File: src/rtl/sdf_pair_feeder.sv
// Pairs each sample of the second half-frame with the sample D positions earlier,
// presenting registered operand pairs plus twiddle index to a radix-2 butterfly.
module sdf_pair_feeder #(
   parameter int bit_width = 16,
   parameter int LOG2_D    = 3
) (
   input  logic                        clk,
   input  logic                        rst,
   input  logic                        in_valid,
   input  logic                        frame_sync,
   input  logic signed [bit_width-1:0] Re_in,
   input  logic signed [bit_width-1:0] Im_in,
   output logic signed [bit_width-1:0] Re_o1,
   output logic signed [bit_width-1:0] Im_o1,
   output logic signed [bit_width-1:0] Re_o2,
   output logic signed [bit_width-1:0] Im_o2,
   output logic [LOG2_D-1:0]           tw_idx,
   output logic                        out_valid,
   output logic                        pair_last
);

   localparam int D = 1 << LOG2_D;
   localparam logic [0:0] PH_FILL = 1'b0;
   localparam logic [0:0] PH_PAIR = 1'b1;
   localparam logic [LOG2_D:0] CNT_ONE = {{LOG2_D{1'b0}}, 1'b1};

   logic [LOG2_D:0]            cnt;
   logic [LOG2_D-1:0]          slot;
   logic [0:0]                 phase;
   logic                       wr_en;
   logic [LOG2_D-1:0]          wr_addr;
   logic [2*bit_width-1:0]     wr_word;
   logic [2*bit_width-1:0]     rd_word;
   logic [2*bit_width-1:0]     mem [D];

   // Low bits of cnt are both the fill slot and, in PAIR, cnt-D.
   always_comb begin
      slot    = cnt[LOG2_D-1:0];
      phase   = cnt[LOG2_D];
      wr_word = {Re_in, Im_in};
      wr_en   = 1'b0;
      wr_addr = slot;
      if (!rst && in_valid) begin
         if (frame_sync) begin
            wr_en   = 1'b1;
            wr_addr = '0;
         end else if (phase == PH_FILL) begin
            wr_en = 1'b1;
         end
      end
   end

   // Buffer is written only in FILL or on sync, so a PAIR read never collides with a write.
   always_ff @(posedge clk) begin
      if (wr_en)
         mem[wr_addr] <= wr_word;
   end

   assign rd_word = mem[slot];

   always_ff @(posedge clk) begin
      if (rst) begin
         cnt       <= '0;
         out_valid <= 1'b0;
         pair_last <= 1'b0;
         tw_idx    <= '0;
         Re_o1     <= '0;
         Im_o1     <= '0;
         Re_o2     <= '0;
         Im_o2     <= '0;
      end else if (in_valid) begin
         if (frame_sync) begin
            cnt       <= CNT_ONE;
            out_valid <= 1'b0;
         end else if (phase == PH_FILL) begin
            cnt       <= cnt + CNT_ONE;
            out_valid <= 1'b0;
         end else begin
            cnt       <= cnt + CNT_ONE;
            out_valid <= 1'b1;
            pair_last <= (slot == '1);
            tw_idx    <= slot;
            Re_o1     <= rd_word[2*bit_width-1:bit_width];
            Im_o1     <= rd_word[bit_width-1:0];
            Re_o2     <= Re_in;
            Im_o2     <= Im_in;
         end
      end else begin
         out_valid <= 1'b0;
      end
   end

endmodule

File: config.mk
export PLATFORM = sky130hd
export DESIGN_NAME = sdf_pair_feeder
export DESIGN_NICKNAME = d
export VERILOG_FILES = /design/src/rtl/sdf_pair_feeder.sv
export SDC_FILE = /design/constraint.sdc
export NUM_CORES = 1
export LEC_CHECK = 0
export ABC_AREA = 1
export BUFFER_PORTS_ARGS = -buffer_cell sky130_fd_sc_hd__buf_2
export CAP_MARGIN = 20
export CORE_ASPECT_RATIO = 0.9
export CORE_MARGIN = 4
export CORE_UTILIZATION = 45
export DETAILED_ROUTE_END_ITERATION = 12
export PLACE_DENSITY_LB_ADDON = 0.2
export SLEW_MARGIN = 20
export SYNTH_ARGS = -nofsm -noshare
export SYNTH_HDL_FRONTEND = slang
export SYNTH_SLANG_ARGS = --single-unit
File: constraint.sdc
create_clock -name clk -period 4.04 [get_ports clk]
set_clock_uncertainty 0.05 [all_clocks]
set_input_delay 0 -clock clk [delete_from_list [all_inputs] [get_ports clk]]
set_output_delay 0 -clock clk [all_outputs]
set_load 0.01 [all_outputs]
==> metrics.txt <==
run status=finished, final reports clean; Die Height=171 um; Port-buffer cells=104; final-report hold violation count=0; mapped cell area=13300 um2; post-CTS resize count=0; area grow syn2layout=18.6%; worst-path fanout max=59; clk_lat worst skew=approximately 0.52 ns; Pleak=approximately 6.7 nW; share of post-route cells with drive strength above 1=between 10% and 20%; clock network power share=45.3%; antenna cells=0; post-layout minimum cycle time=2.57 ns; vias=9229; Post-Syn Instances=1292; Hold Crit Class=in2reg; critical path required time=4.13 ns; cell chain of the critical path=nand3_1 > nor2_4 > buf_4; Post-Synthesis Net Count=1330; cell taking the most area after synthesis=edfxtp_1; Max VDD drop=0.365 mV; Placer Congestion=0.753; nets=1458; Post-synth EDFFs=256; critical path arrival=2.66 ns; Detail Placement HPWL=between 15000 and 20000 um; placed cell area=roughly 14000 um2; Synth Flop Type=edfxtp_1; Worst setup EP type=register; number of buffers and inverters on the critical path=1; Crit Path Class=reg2reg; DR vias/cell=between 5 and 6; Post-Route WL=31900 um; Layout fillers=~2600; Final setup viols=0; first-pass GRT wire length=approximately 50000 um; ys async rst share=0%; num rows=59; die width=189 um; vias in the first global route=8733; top post-synthesis cells by count=434 x nand2_1, 256 x edfxtp_1, 230 x nand3_1; clock sinks=about 330; Yosys Warn Count=0; TritonRoute pass-1 iters=5; CTS tree=yes; top post-synthesis cells by area=edfxtp_1 58%, nand2_1 12%, dfxtp_1 11%; Pwr per Cell Area=between 400 and 500 nW/um2; Placement Setup Slack=1.50 ns; Slew HR=36.9%; Residual DRC=0; clk buf depth=3; synth unique cells=22; largest net degree at the start of global routing=83; cell internal pwr=5.79 mW; switching power total=1.55 mW; Congestion Overflow GR=0; Routed wire per std cell=17.3 um; Top delay family on crit path=simple AND/OR/NAND/NOR gates; htree depth=2; Fin Setup TNS=0 ns; Max Cap Violations=0; initial antenna violation count=0; Final Slew Violations=0; sw frac=about a fifth; RSZ-0062 raised after global routing=false; Reg power frac=50.3%; clk root buf=clkbuf_16; FMAX=about 390 MHz; period utilization=between 60 and 70%; Final WS setup=between 1 and 1.5 ns; Routed Antenna Nets=0; critical path's slowest cell=dfxtp_4; worst slew pin tran=0.946 ns; DRT iter0 DRCs=747; CTS clk-pin slew, worst paths=roughly 0.06 ns; Synth top area share=57.9%; CTS buffer count=36; combinational share of power=between 4 and 5%; Setup crit start kind=register; core area=29000 um2; Synth Register Bits=329; post-synthesis sequential area ratio=68.9%; total power=between 7 and 8 mW; Avg Inst Size Synth=around 10 um2; I/O pin count=105; Initial Utilization=45.8%; gr usage total=19.6%; Final Cell Area=~16000 um2; most common cell in the synthesized netlist=nand2_1; CP peak stage delay=0.77 ns; die area=32300 um2
[path summary, 6_finish.rpt]
kind,start,to,slack [ns],depth (start not counted)
worst min-delay path,Im_in[0],mem[3][0],0.26,2
worst max-delay path,cnt[0],mem[7][5],1.47,3
worst min register to register,Im_o2[12],Im_o2[12],0.41,2
worst max register to register,cnt[0],mem[7][5],1.47,3
[layout by cell type (no fill, tap or decap)]
master / instances
clkinv_8: 1
clkinv_2: 6
a21oi_1: 38
a211oi_1: 1
clkinv_1: 7
bufinv_16: 4
clkbuf_1: 5
nor3_2: 1
buf_12: 2
nand2_2: 1
clkinvlp_4: 1
edfxtp_1: 256
dfxtp_4: 1
clkbuf_16: 37
buf_4: 21
o22ai_1: 1
inv_2: 2
nor2_4: 10
buf_2: 104
inv_4: 1
and3_1: 1
nand3_1: 230
nand2_1: 434
o21ai_0: 1
ha_1: 2
nor2_1: 2
nand3_4: 1
inv_1: 164
dlygate4sd3_1: 35
dfxtp_2: 2
inv_6: 2
dfxtp_1: 70
clkbuf_8: 4
[per-layer routing]
layer	track usage, %	up-vias	part of all wire (%)
li1	-	4485	-
met1	27.2	4420	45
met2	33.2	278	48
met3	2.71	46	6.0
met4	4.72	0	1.8
met5	0	-	0
[power groups by stage]
stage | logic (mW) | clock network [mW] | registers [mW]
2_1_floorplan | 0.196 | 0 | 3.75
5_1_grt | 0.363 | 3.51 | 3.70
3_5_place_dp | 0.300 | 0 | 3.77
3_3_place_gp | 0.296 | 0 | 3.77
4_1_cts | 0.327 | 3.37 | 3.69
6_report | 0.324 | 3.32 | 3.69
[logic make-up (layout without fill, tap and decap cells)]
logic type | count (synthesis) | in the layout | share of synthesized area, %
flip-flops | 329 | 329 | 68.9
adder cells (fa/ha/maj) | 2 | 2 | 0.188
buffers and inverters | 240 | 396 | 7.62
AO/OA/AOI/OAI | 41 | 41 | 1.57
AND/OR/NAND/NOR | 680 | 680 | 21.7
[flip-flops by register name (all words and copies together), names as in the netlist]
name,count
mem,256
Im_o1,16
Im_o2,16
Re_o1,16
Re_o2,16
cnt,4
tw_idx,3
out_valid,1
pair_last,1
[per-stage QoR]
| step | hold WS [ns] | instances | util (%) |
|---|---|---|---|
| after detailed placement | 0.250 | 1743 | 48.9 |
| after CTS | 0.242 | 1844 | 54.3 |
| after floorplan | 0.0489 | 1292 | - |
| after global placement | 0.246 | 1743 | 48.9 |
| after global routing | 0.282 | 1844 | 54.3 |
| final | 0.261 | 1844 | 54.3 |
[area by class of cell]
cell class	count	area [um2]	area share [%]
Clock buffer	46	1000	6.35
Timing Repair Buffer	162	1070	6.79
Inverter	168	633	4.02
Multi-Input combinational cell	723	3170	20.2
Sequential cell	329	9160	58.2
Clock inverter	20	214	1.36
Tap cell	396	495	3.15
[timing repair]
item                      in CTS  in global routing
hold endpoints to repair     302                  0
setup buffers                  0                  0
hold buffers                  35                  0
Power figures use the tool's default switching activity.
